File: src/rtl/conv_complex_stream.sv
// Streaming complex FIR: full linear convolution of a NUM_ELEMS-sample frame
// with a KERNEL_LEN-tap complex kernel. Valid/ready in and out, one result
// register, round-to-nearest with saturation and a sticky overflow flag.

// One complex tap product at full precision (2W+1 bits, 2*QF fraction).
module conv_cmul #(
    parameter int W = 6
) (
    input  logic signed [W-1:0]   hr,
    input  logic signed [W-1:0]   hi,
    input  logic signed [W-1:0]   xr,
    input  logic signed [W-1:0]   xi,
    output logic signed [2*W:0]   pr,
    output logic signed [2*W:0]   pi
);
    logic signed [2*W-1:0] rr, ii, ri, ir;

    // Partial products, then the complex combine with one guard bit.
    always_comb begin
        rr = (2*W)'(hr) * (2*W)'(xr);
        ii = (2*W)'(hi) * (2*W)'(xi);
        ri = (2*W)'(hr) * (2*W)'(xi);
        ir = (2*W)'(hi) * (2*W)'(xr);
        pr = (2*W+1)'(rr) - (2*W+1)'(ii);
        pi = (2*W+1)'(ri) + (2*W+1)'(ir);
    end
endmodule

module conv_complex_stream #(
    parameter int QI         = 3,
    parameter int QF         = 3,
    parameter int KERNEL_LEN = 3,
    parameter int NUM_ELEMS  = 100
) (
    input  logic                                 clk,
    input  logic                                 rst,
    input  logic                                 start,
    input  logic [2*(QI+QF)*KERNEL_LEN-1:0]      kernel,
    input  logic                                 in_valid,
    output logic                                 in_ready,
    input  logic [2*(QI+QF)-1:0]                 in_data,
    output logic                                 out_valid,
    input  logic                                 out_ready,
    output logic [2*(QI+QF)-1:0]                 out_data,
    output logic                                 overflow,
    output logic                                 busy,
    output logic                                 done
);
    localparam int W   = QI + QF;
    localparam int PW  = 2*W + 1;
    localparam int AW  = PW + $clog2(KERNEL_LEN);
    localparam int ICW = $clog2(NUM_ELEMS + 1);
    localparam int OCW = $clog2(NUM_ELEMS + KERNEL_LEN);
    localparam int ZCW = $clog2(KERNEL_LEN);

    localparam logic signed [AW:0] RND  = (AW+1)'((QF > 0) ? (1 << (QF-1)) : 0);
    localparam logic signed [AW:0] SMAX = (AW+1)'((1 << (W-1)) - 1);
    localparam logic signed [AW:0] SMIN = (AW+1)'(-(1 << (W-1)));

    typedef struct packed {
        logic signed [W-1:0] re;
        logic signed [W-1:0] im;
    } cplx_t;

    typedef enum logic [1:0] {S_IDLE, S_RUN, S_FLUSH, S_DONE} state_t;

    state_t                      state, state_n;
    cplx_t [KERNEL_LEN-1:0]      h_q;
    cplx_t [KERNEL_LEN-2:0]      dly;
    cplx_t [KERNEL_LEN-1:0]      win;
    cplx_t                       x_new;
    cplx_t                       res;
    logic [ICW-1:0]              in_cnt;
    logic [OCW-1:0]              out_cnt;
    logic [ZCW-1:0]              zcnt;
    logic signed [PW-1:0]        pr [KERNEL_LEN];
    logic signed [PW-1:0]        pi [KERNEL_LEN];
    logic signed [AW-1:0]        acc_re, acc_im;
    logic [W:0]                  sr, si;
    logic                        stage_free, in_fire, out_fire, adv;

    // Round half up, shift out QF fraction bits, clamp to W bits; MSB flags a clamp.
    function automatic logic [W:0] round_sat(input logic signed [AW-1:0] acc);
        logic signed [AW:0] rnd;
        logic signed [AW:0] sh;
        rnd = (AW+1)'(acc) + RND;
        sh  = rnd >>> QF;
        if (sh > SMAX)
            return {1'b1, SMAX[W-1:0]};
        else if (sh < SMIN)
            return {1'b1, SMIN[W-1:0]};
        else
            return {1'b0, sh[W-1:0]};
    endfunction

    assign stage_free = !out_valid || out_ready;
    assign in_ready   = (state == S_RUN) && stage_free;
    assign in_fire    = in_valid && in_ready;
    assign out_fire   = out_valid && out_ready;
    // FLUSH pushes KERNEL_LEN-1 zeros through the window, one per free stage slot.
    assign adv        = in_fire ||
                        ((state == S_FLUSH) && stage_free && (zcnt != ZCW'(KERNEL_LEN-1)));

    // Sample entering tap 0 this cycle: live input in RUN, zero during FLUSH.
    always_comb begin
        x_new = '0;
        if (state == S_RUN)
            x_new = cplx_t'(in_data);
    end

    // Tap window: new sample at tap 0, stored history behind it.
    always_comb begin
        win    = '0;
        win[0] = x_new;
        for (int k = 1; k < KERNEL_LEN; k++)
            win[k] = dly[k-1];
    end

    genvar gk;
    for (gk = 0; gk < KERNEL_LEN; gk++) begin : g_tap
        conv_cmul #(.W(W)) u_mul (
            .hr (h_q[gk].re),
            .hi (h_q[gk].im),
            .xr (win[gk].re),
            .xi (win[gk].im),
            .pr (pr[gk]),
            .pi (pi[gk])
        );
    end

    // Sum all tap products with enough headroom that the sum cannot wrap.
    always_comb begin
        acc_re = '0;
        acc_im = '0;
        for (int k = 0; k < KERNEL_LEN; k++) begin
            acc_re = acc_re + AW'(pr[k]);
            acc_im = acc_im + AW'(pi[k]);
        end
    end

    // Rounded, saturated result for the output register.
    always_comb begin
        sr     = round_sat(acc_re);
        si     = round_sat(acc_im);
        res    = '0;
        res.re = sr[W-1:0];
        res.im = si[W-1:0];
    end

    // State register.
    always_ff @(posedge clk or negedge rst) begin
        if (!rst)
            state <= S_IDLE;
        else
            state <= state_n;
    end

    // Next state: frame ends only on terminal input and output counts.
    always_comb begin
        state_n = state;
        case (state)
            S_IDLE:  if (start) state_n = S_RUN;
            S_RUN:   if (in_fire && in_cnt == ICW'(NUM_ELEMS-1)) state_n = S_FLUSH;
            S_FLUSH: if (out_fire && out_cnt == OCW'(NUM_ELEMS+KERNEL_LEN-2)) state_n = S_DONE;
            S_DONE:  state_n = S_IDLE;
            default: state_n = S_IDLE;
        endcase
    end

    // Kernel latch, delay line, counters and sticky overflow.
    always_ff @(posedge clk or negedge rst) begin
        if (!rst) begin
            h_q      <= '0;
            dly      <= '0;
            in_cnt   <= '0;
            out_cnt  <= '0;
            zcnt     <= '0;
            overflow <= 1'b0;
        end else if (state == S_IDLE && start) begin
            h_q      <= kernel;
            dly      <= '0;
            in_cnt   <= '0;
            out_cnt  <= '0;
            zcnt     <= '0;
            overflow <= 1'b0;
        end else begin
            if (adv) begin
                dly[0] <= x_new;
                for (int k = 1; k < KERNEL_LEN-1; k++)
                    dly[k] <= dly[k-1];
            end
            if (in_fire)
                in_cnt <= in_cnt + ICW'(1);
            if (adv && state == S_FLUSH)
                zcnt <= zcnt + ZCW'(1);
            if (out_fire)
                out_cnt <= out_cnt + OCW'(1);
            if (adv && (sr[W] || si[W]))
                overflow <= 1'b1;
        end
    end

    // Single output stage: load on advance, otherwise drain when accepted.
    always_ff @(posedge clk or negedge rst) begin
        if (!rst) begin
            out_valid <= 1'b0;
            out_data  <= '0;
        end else if (adv) begin
            out_valid <= 1'b1;
            out_data  <= res;
        end else if (out_ready) begin
            out_valid <= 1'b0;
        end
    end

    // Status flags registered off the next state so they line up with it.
    always_ff @(posedge clk or negedge rst) begin
        if (!rst) begin
            busy <= 1'b0;
            done <= 1'b0;
        end else begin
            busy <= (state_n == S_RUN) || (state_n == S_FLUSH);
            done <= (state_n == S_DONE);
        end
    end
endmodule
File: config.mk
export PLATFORM = sky130hd
export DESIGN_NAME = conv_complex_stream
export DESIGN_NICKNAME = d
export VERILOG_FILES = /design/src/rtl/conv_complex_stream.sv
export SDC_FILE = /design/constraint.sdc
export NUM_CORES = 1
export LEC_CHECK = 0
export CAP_MARGIN = 30
export CORE_AREA = 2 2 245 174
export CTS_CLUSTER_SIZE = 40
export DETAILED_ROUTE_END_ITERATION = 12
export DIE_AREA = 0 0 247 176
export HOLD_SLACK_MARGIN = 0.15
export PLACE_DENSITY = 0.79
export SLEW_MARGIN = 20
export SYNTH_ARGS = -nofsm -noshare
export SYNTH_HDL_FRONTEND = slang
export SYNTH_SLANG_ARGS = --single-unit
File: constraint.sdc
create_clock -name clk -period 8.35 [get_ports clk]
set_input_delay 1.2525 -clock clk [delete_from_list [all_inputs] [get_ports clk]]
set_output_delay 1.2525 -clock clk [all_outputs]
set_load 0.01 [all_outputs]
==> flow_metrics.py <==
metrics = {
    "run_status": {
        "run_status": "complete, no violations",
    },
    "worst_setup_path": {
        "path_delay_family": "adder cells",
        "cp.required_ns": 8.63,
        "worstSetupStartpointType": "input port",
        "critPathSlowestCell": "fa_1",
        "criticalPathCategory": "input port to flop",
        "max_stage_delay_ns": 0.54,
        "crit_path_end_kind": "flop",
        "arrival_ns": 8.46,
        "regToRegStartpoint": "state[1]",
        "path_buf_inv": 9,
        "rrSetupSlack_ns": 0.19,
        "r2r_end": "overflow",
        "reg2reg_depth": 30,
        "crit_top_cell": "fa_1",
        "critical_path.max_fanout": 4,
    },
    "worst_hold_path": {
        "hold_end": "out_data[11]",
        "hold_class": "flop to flop",
        "min_from": "out_data[11]",
        "hold_depth": 2,
    },
    "timing": {
        "fin_skew_ns": 0.0239,
        "hold_violations": 0,
        "fin_crit_sh_pct": 97.9,
        "tightestPinTransition_ns": 0.900,
        "maxSlewHeadroom_pct": 40.0,
        "report.final.slew_viol_count": 0,
        "fmax_ghz": 0.122,
        "period_minus_slack_ns": 8.17,
        "setup_viol_count_final": 0,
    },
    "detailed_routing": {
        "viasPerCell": 5.51,
        "vias": 17900,
        "dr.pass1.iters": 7,
        "postRouteAntennaNets": 0,
        "wire_per_inst_um": 21.0,
        "dr.first_iter.drc_count": 1905,
        "wl_mm": 68.1,
        "drc": 0,
    },
    "cells_and_area": {
        "syn2layout_area_growth_pct": 12.3,
        "final_area_um2": 27000,
        "drive_gt1_share_pct": 10.7,
        "nets": 3523,
        "final_common_cell": "inv_1",
        "layout_common_cells": "inv_1, fa_1, nand2_1, ha_1, and2_1",
    },
    "yosys": {
        "ys_types": 50,
        "synth_edf_count": 0,
        "ys_ff_latch": 94,
        "synth_adder_area_share_pct": 58.1,
        "synthSimpleGateAreaFrac_pct": 14.1,
        "syn_area_um2": 24100,
        "synth_fp_nets": 3382,
        "synth_top_cells_by_area": "fa_1, inv_1, ha_1, dfrtp_1, nand2_1",
        "ys.flop_type": "dfrtp_1",
        "syn_area_per_cell_um2": 9.42,
        "syn-instance-count": 2556,
        "async_reset_ff_share_pct": 100,
        "synth_top_family_by_area": "adder cells",
        "synth_top_area_share_pct": 47.7,
        "yosysTopAreaCell": "fa_1",
        "ys_warn_count": 0,
        "synth.yosys.seq_area_share_pct": 9.77,
        "synthMuxAreaShare_pct": 0.463,
        "synth_compound_area_share_pct": 2.82,
        "yosys.area_share.xor_xnor_pct": 1.78,
    },
    "place": {
        "gp_congestion": 0.979,
        "hpwl_mm": 54.8,
        "io_buffer_count": 69,
        "place_area_um2": 26200,
    },
    "clock_tree": {
        "cts_tree": "done",
        "cts_buffer_depth": 2,
        "cts_sinks": 94,
        "cts_max_level": 3,
        "clkLatencyLatePin_ns": 0.40,
        "root_buffer": "clkbuf_16",
        "numCtsBuffers": 9,
        "clk_pin_slew_worst_paths_ns": 0.08,
    },
    "grt": {
        "grt_pass1_wl_mm": 109,
        "grt_usage_pct": 33.7,
        "grt_max_degree": 65,
        "grt_pass1_vias": 19800,
        "overflow": 0,
        "antenna_found_initial": 3,
    },
    "die": {
        "start_util_pct": 58.9,
        "io_pins": 70,
        "die_x_um": 247,
        "coreArea_um2": 40900,
        "fp.dieH_um": 176,
        "rows": 62,
        "dieArea_um2": 43500,
    },
    "power": {
        "vdd_ir_drop_max_mv": 0.179,
        "p_per_area_nw_per_um2": 52.1,
        "totalPowerFinal_mw": 1.41,
        "leakagePower_nw": 14.5,
    },
    "flow_run": {
        "maxCapViolCount": 0,
    },
}
==> per-stage QoR <==
step / setup WS, ns / setup TNS [ns] / instances / utilization, % / hold slack [ns]
floorplan: 0.0858 / 0 / 2556 / - / 0.459
global placement: -1.02 / -7.07 / 3212 / 64.0 / 0.465
detailed placement: -1.21 / -9.68 / 3212 / 64.0 / 0.473
CTS: -0.0383 / -0.0383 / 3239 / 65.4 / 0.493
global route: -0.0257 / -0.0637 / 3247 / 66.1 / 0.501
finish: 0.178 / 0 / 3249 / 66.1 / 0.486
==> sequential cells by signal, summed over array words and instances, names as in the netlist <==
signal,flops
overflow,1
zcnt,2
busy,1
dly,24
in_cnt,7
out_data,12
done,1
h_q,36
out_cnt,7
out_valid,1
state,2
==> how the worst max path moves through the flow <==
stage / start / end / slack [ns] / cells after the start
2_1_floorplan: in_data[0] / overflow / 0.09 / 26
3_3_place_gp: in_data[5] / overflow / -1.02 / 28
3_5_place_dp: in_data[5] / overflow / -1.21 / 28
4_1_cts: in_data[11] / overflow / -0.04 / 29
5_1_grt: in_data[2] / out_data[7] / -0.03 / 27
6_report: in_data[2] / overflow / 0.18 / 29
==> kinds of logic after synthesis <==
logic type | Yosys count
multiplexers | 10
XOR/XNOR | 49
adder cells (fa/ha/maj) | 773
buffers and inverters | 829
AO/OA/AOI/OAI | 108
flip-flops | 94
AND/OR/NAND/NOR | 693
==> area by class of cell <==
type | instances | area, um^2
Antenna cell | 3 | 7.51
Clock buffer | 10 | 229
Clock inverter | 6 | 77.6
Fill cell | 3085 | 13900
Inverter | 731 | 2750
Multi-Input combinational cell | 1633 | 19000
Sequential cell | 94 | 2350
Tap cell | 544 | 681
Timing Repair Buffer | 228 | 1950
==> cell usage after synthesis, types with 2 or more instances <==
cell type and instances:
and3_1 61, nand2_1 312, nand3_1 10, dfrtp_1 94, clkbuf_1 94, o31ai_1 4
nor2b_1 6, mux2_2 9, nand4_1 10, xor2_1 22, fa_1 574, buf_1 2
xnor2_1 27, or3_1 4, nor3_1 4, o21ai_1 2, nor4_1 2, buf_2 2
o21ai_0 25, inv_1 730, and2_1 164, nand3b_1 2, ha_1 199, nand2b_1 34
nor2_1 63, o21bai_1 3, or2_2 17, a31oi_1 4, a21oi_1 44, o21a_1 6
a21o_1 7
==> power by group <==
part	switching, mW	leakage (nW)	internal [mW]
Clock	0.236	0.148	0.240
Combinational	0.203	13.2	0.136
Sequential	0.0870	1.23	0.506
==> routing by layer <==
layer | GRT usage, % | wire [um]
met1 | 47.2 | 26400
met2 | 48.1 | 28600
met3 | 12.2 | 9970
met4 | 12.6 | 3080
met5 | 1.92 | 49
==> worst reg2reg max path, delay by kind of cell (launching register included) <==
| family | cells | cell delay [ns] |
|---|---|---|
| AO/OA/AOI/OAI | 7 | 1.24 |
| XOR/XNOR | 1 | 0.11 |
| adder cells (fa/ha/maj) | 9 | 4.45 |
| buffers and inverters | 9 | 1.00 |
| flip-flops | 1 | 0.42 |
| AND/OR/NAND/NOR | 4 | 0.81 |
==> timing repair <==
item,4_1_cts,5_1_grt
gates resized for setup,53,71
cloned,0,0
pin swaps,39,74
buffers inserted,11,7
endpoints found under the hold margin,0,0
hold buffers,0,0
setup endpoints to repair,12,13
Note: power is estimated with default switching activity, not from simulation.
